<file path="config.mk">
export PLATFORM = sky130hd
export DESIGN_NAME = store_rmw_unit
export DESIGN_NICKNAME = d
export VERILOG_FILES = /design/src/rtl/store_rmw_unit.sv
export SDC_FILE = /design/constraint.sdc
export NUM_CORES = 1
export LEC_CHECK = 0
export BUFFER_PORTS_ARGS = -buffer_cell sky130_fd_sc_hd__buf_2
export CORE_MARGIN = 3
export CORE_UTILIZATION = 55
export DETAILED_ROUTE_END_ITERATION = 7
export GPL_TIMING_DRIVEN = 0
export HOLD_SLACK_MARGIN = 0.12
export PLACE_DENSITY = 0.95
export SLEW_MARGIN = 15
export SYNTH_ARGS = -nofsm -noshare
export SYNTH_HDL_FRONTEND = slang
export SYNTH_SLANG_ARGS = --single-unit
</file>
<file path="constraint.sdc">
create_clock -name clk -period 3.1 [get_ports clk]
set_input_delay 0.155 -clock clk [delete_from_list [all_inputs] [get_ports clk]]
set_output_delay 0.155 -clock clk [all_outputs]
set_load 0.01 [all_outputs]
</file>
<file path="src/rtl/store_rmw_unit.sv">
// store_rmw_unit: sequenced byte/halfword/word store into word-organised memory via read-modify-write
module store_rmw_unit #(
  parameter int DATA_W = 32,
  parameter int ADDR_W = 32,
  parameter int RD_LAT = 1
) (
  input  logic              clk,
  input  logic              reset,
  input  logic              start,
  input  logic [1:0]        command,
  input  logic [ADDR_W-1:0] addr,
  input  logic [DATA_W-1:0] wdata,
  output logic              busy,
  output logic              done,
  output logic              misaligned,
  output logic [ADDR_W-1:0] mem_addr,
  output logic              mem_rd,
  output logic              mem_wr,
  output logic [DATA_W-1:0] mem_wdata,
  input  logic [DATA_W-1:0] mem_rdata
);
  localparam int LB = $clog2(DATA_W / 8);
  typedef enum logic [1:0] {IDLE, READ, WRITE, DONE} state_t;
  state_t state;
  logic [2:0] cnt;
  logic [1:0] cmd;
  logic [ADDR_W-1:0] a, aligned;
  logic [DATA_W-1:0] wd, rd, mask, ins, merged;
  logic mis, s_byte, s_half, bad;
  logic [LB+2:0] sh;
  assign s_byte = command == 2'b01;
  assign s_half = command == 2'b10;
  assign bad = (s_half & addr[0]) | (!s_half & !s_byte & |addr[LB-1:0]);
  assign aligned = {a[ADDR_W-1:LB], {LB{1'b0}}};
  assign sh = {a[LB-1:0], 3'b000};
  always_comb begin
    mask = (cmd == 2'b01 ? DATA_W'(8'hff) : DATA_W'(16'hffff)) << sh;
    ins = (cmd == 2'b01 ? DATA_W'(wd[7:0]) : DATA_W'(wd[15:0])) << sh;
    merged = (cmd == 2'b01 || cmd == 2'b10) ? (rd & ~mask) | ins : wd;
  end
  assign busy = state == READ || state == WRITE;
  assign done = state == DONE;
  assign misaligned = done & mis;
  assign mem_rd = state == READ;
  assign mem_wr = state == WRITE;
  assign mem_addr = busy ? aligned : '0;
  assign mem_wdata = mem_wr ? merged : '0;
  always_ff @(posedge clk) begin
    if (reset) begin
      state <= IDLE;
      cnt <= '0;
      cmd <= '0;
      a <= '0;
      wd <= '0;
      rd <= '0;
      mis <= 1'b0;
    end else begin
      case (state)
        IDLE: if (start) begin
          cmd <= command;
          a <= addr;
          wd <= wdata;
          mis <= bad;
          cnt <= 3'(RD_LAT);
          state <= bad ? DONE : (s_byte | s_half) ? READ : WRITE;
        end
        READ: if (cnt == 3'd1) begin
          rd <= mem_rdata;
          state <= WRITE;
        end else cnt <= cnt - 3'd1;
        WRITE: state <= DONE;
        default: state <= IDLE;
      endcase
    end
  end
endmodule

</file>
== Yosys cells after proc, flatten, opt, wreduce, memory -nomap -nowiden ==
Index checks and enable logic that the tools add are counted.
Widths: inputs -> output; s select.

* Input port bits: 101
* Word-level logic and storage cells: 54
* Flip-flop bits (word level): 104
* Output and inout bits: 69

* Mux-type cells: 13
* Bitwise operators: 9
* $add $sub $neg: 1
* Eq/ne operators: 11
* Shift operators: 2
* Reduce and logical (&&, ||, !) cells: 11

{| class="wikitable"
|+ Operators by type and width
! operator !! count
|-
| $mux 32 || 3
|-
| $shl 16x5->32 || 2
|-
| $and 32x32->32 || 1
|-
| $mux 16 || 2
|-
| $not 32->32 || 1
|-
| $or 32x32->32 || 1
|-
| $eq 2x2->1 const B || 4
|-
| $mux 2 || 4
|-
| $eq 2x1->1 const B || 3
|-
| $mux 3 || 2
|-
| $pmux 2 s3 || 1
|-
| $pmux 3 s2 || 1
|-
| $reduce_and 2->1 || 3
|-
| $and 1x1->1 || 4
|-
| $ne 2x2->1 const B || 2
|-
| $eq 3x1->1 const B || 1
|-
| $reduce_and 3->1 || 1
|-
| $sub 3x1->3 const B || 1
|-
| $logic_not 1->1 || 2
|-
| $logic_not 2->1 || 1
|-
| $logic_or 1x1->1 || 2
|-
| $ne 2x1->1 const B || 1
|-
| $or 1x1->1 || 2
|-
| $reduce_bool 2->1 || 1
|-
| $reduce_or 2->1 || 1
|}

== Depth between registers and ports, before layout ==
* Depth in word-level cells: 8
* Depth in mapped cells: 8

== Worst setup path before layout ==
Ideal clock, no wire load.

* Kind: register -> output
* Start point: register cmd[1]
* End point: output mem_wdata[10]
* Stages on the path, launching flop included: 8
* Setup slack: 1411 ps
* Arrival time: 1534 ps
* Data required time: 2945 ps
* Cell sequence: dfxtp_1 -> inv_1 -> ha_1 -> buf_2 -> inv_2 -> nand2_1 -> buf_2 -> o31ai_1

* Word-level cells in the longest chain between the ends: 8
* Elaborated cells between the ends (all ways): 12
* Classes of those cells: eq/ne: 2; shift: 2; mux: 4; bitwise: 3; reduce/logical: 1

{| class="wikitable"
|+ Ends and longest elaborated chain
! element !! RTL line !! RTL
|-
| start: declaration || 26 || <nowiki>logic [1:0] cmd;</nowiki>
|-
| start signal: assignment || 60 || <nowiki>cmd <= command;</nowiki>
|-
| $eq 2x1->1 || 37, 38, 39 ||
|-
| $mux 16 || 37 || <nowiki>mask = (cmd == 2'b01 ? DATA_W'(8'hff) : DATA_W'(16'hffff)) << sh;</nowiki>
|-
| $shl 16x5->32 || 37 ||
|-
| $not 32->32 || 39 || <nowiki>merged = (cmd == 2'b01 || cmd == 2'b10) ? (rd & ~mask) | ins : wd;</nowiki>
|-
| $and 32x32->32 || 39 ||
|-
| $or 32x32->32 || 39 ||
|-
| $mux 32 (*) || 39 ||
|-
| $mux 32 (*) || 47 || <nowiki>assign mem_wdata = mem_wr ? merged : '0;</nowiki>
|-
| end: declaration || 19 || <nowiki>output logic [DATA_W-1:0] mem_wdata,</nowiki>
|}

Mark *: on every way between the ends. The rest lies on a longest branch, timed or not.

== Worst setup path after layout ==
* Start point: register cmd[1]
* End point: output mem_wdata[30]

Same word-level chain as after synthesis.

==> flow_summary.ini <==
[clock_tree]
cts.sinks = 104
insertion_delay_ps = 380
cts_tree = yes
cts_made_buffers = 9
cts.path.max_buffers = 2
htreeDepth = 3
clkSlewWorstSetupHoldPaths_ps = 120
cts_root_buf = clkbuf_8
post_cts.repair.setup_buffers = 0
ctsHoldBuffers = 99
post_cts_resized = 0

[global_route]
grt_max_degree = 18
grt_pass1_wl_mm = 31.18
grt_usage = 0.3897
grt.overflow.total = 0
antenna_found_initial = 0
grt_pass1_vias = 6328

[cells_and_area]
multiInputGateArea_um2 = 2611
drive_above_1_share = 0.2414
nets = 1066
final_cell_count_no_fill = 1070
final_cell_mix = 214 x nand2_1, 187 x buf_2, 126 x a21oi_1
final_common_cell = nand2_1
area_delta_synth_final_pct = 43.02
fillers = 542
seq_area_um2 = 2082

[logic_synthesis]
ys_seq_area_frac = 0.4124
syn_avg_cell_area_um2 = 7.446
synthCells = 678
yosys_warnings = 0
synth_largest_area_cell = dfxtp_1
netlist.area_leader.share = 0.4124
synth_area_um2 = 5049
yosysUniqueCellTypes = 48
synth-seq-cells = 104
synth-main-ff-cell = dfxtp_1
synthTopCellsByArea = dfxtp_1 41%, nand2_1 16%, a21oi_1 12%
synth-edff-count = 0
synth_async_sr_flop_share = 0

[status]
status = finished clean

[route]
wl_per_cell_um = 18.98
ant_nets = 0
dr.pass1.iters = 6
drc = 0
drt_first_iter_violations = 504
vias_per_cell = 5.921
vias = 6335
wl_mm = 20.31

[power]
ir_worst_vdd_mv = 0.3682
leakage_nw = 3.099
pwr_density_cell_nw_per_um2 = 621.9
totalPowerFinal_mw = 4.490

[hold_path]
min_path_type = input pin to register

[critical_path]
required_ps = 2940
critPathCaptureType = output port
startpoint_type = register
criticalPathCategory = register to output port
cp_max_fo = 10
cp.arrival_ps = 2450

[timing]
hold_viol = 0
finalSetupViolations = 0
max-slew-margin-rel = 0.5783
rsz0062_at_grt = no
skew_ps = 15.11
layout_min_cycle_time_ps = 2607
worst_pin_slew_ps = 632.6
fin_setup_tns_ps = 0
finalMaxSlewViolations = 0
fin_crit_sh = 0.8409
fmax_mhz = 383.6

[job]
cap_violations = 0

[floorplan]
start_util = 0.5733
pin_count = 170
die_h_um = 101.8
dieWidth_um = 101.8
die_area_um2 = 10370
coreArea_um2 = 8806
num_rows = 34

[placement]
placedCellCount = 954
hpwl_mm = 12.08
io_buffer_count = 167
gp_congestion = 0.9720
flip-flops by register name (all words and copies together), names as in the netlist:
signal and cells:
a 32, rd 32, wd 32, cnt 3, cmd 2, state 2
mis 1
cells in the mapped netlist, types with 2 or more instances:
master and count:
a21boi_1 8, a21oi_1 126, a221oi_1 2, a31oi_1 7, a32oi_1 6, and2_1 32
buf_2 20, buf_4 6, buf_6 6, clkbuf_1 24, dfxtp_1 104, ha_1 9
inv_1 8, inv_2 2, mux2_2 7, nand2_1 214, nand2b_1 4, nand3_1 18
nor2_1 3, nor2b_1 3, nor3_1 17, o211ai_1 2, o21ai_0 10, o31ai_1 16
area by class of cell:
| class | instances | area share |
|---|---|---|
| Clock inverter | 6 | 0.009184 |
| Inverter | 10 | 0.005198 |
| Antenna cell | 1 | 0.0003466 |
| Multi-Input combinational cell | 507 | 0.3616 |
| Buffer | 58 | 0.04453 |
| Tap cell | 108 | 0.01871 |
| Timing Repair Buffer | 266 | 0.2530 |
| Sequential cell | 104 | 0.2883 |
| Clock buffer | 10 | 0.01906 |
worst max-delay path, cell delays in order (launching register included):
cell and delay, ps:
dfxtp_1 360, inv_1 60, ha_1 260, buf_2 180
inv_2 140, nand2_1 170, buf_2 260, o31ai_1 430
buf_2 220
cell families (layout without fill, tap and decap cells):
group,Yosys count,after routing,share of synthesized area
adder cells (fa/ha/maj),9,9,0.02231
other,1,3,0.0007428
AO/OA/AOI/OAI,186,186,0.2124
AND/OR/NAND/NOR,301,301,0.2605
buffers and inverters,68,350,0.07113
multiplexers,9,9,0.02057
flip-flops,104,104,0.4124
power by group:
part / leakage, nW / total [mW] / internal, mW / switching, mW
Sequential: 0.849 / 1.75 / 1.57 / 0.186
Combinational: 2.16 / 1.84 / 0.715 / 1.13
Clock: 0.0949 / 0.894 / 0.397 / 0.496
path summary, 6_finish.rpt:
check / start / to / slack, ps / cells past startpoint
worst min-delay path: start / cnt[1]$_SDFFE_PP0P_ / 260 / 4
worst max register to register: state[0]$_SDFFE_PP0P_ / a[27]$_SDFFE_PP0P_ / 1160 / 7
worst min register to register: a[31]$_SDFFE_PP0P_ / a[31]$_SDFFE_PP0P_ / 460 / 2
worst max-delay path: cmd[1]$_SDFFE_PP0P_ / mem_wdata[30] / 490 / 8
per-stage QoR:
step	utilization	setup slack (ps)	hold slack, ps	area [um2]
2_1_floorplan	-	1411	291.0	5052
3_3_place_gp	0.6840	1107	396.2	6023
3_5_place_dp	0.6840	1042	399.5	6023
4_1_cts	0.8197	557.5	243.1	7218
5_1_grt	0.8197	430.2	266.0	7218
6_report	0.8200	493.1	258.8	7221
per-layer routing:
metal,part of all wire,global-route usage
met1,0.36,0.4294
met2,0.49,0.6856
met3,0.089,0.09215
met4,0.062,0.2240
met5,0,0
Note: power is estimated with default switching activity, not from simulation.
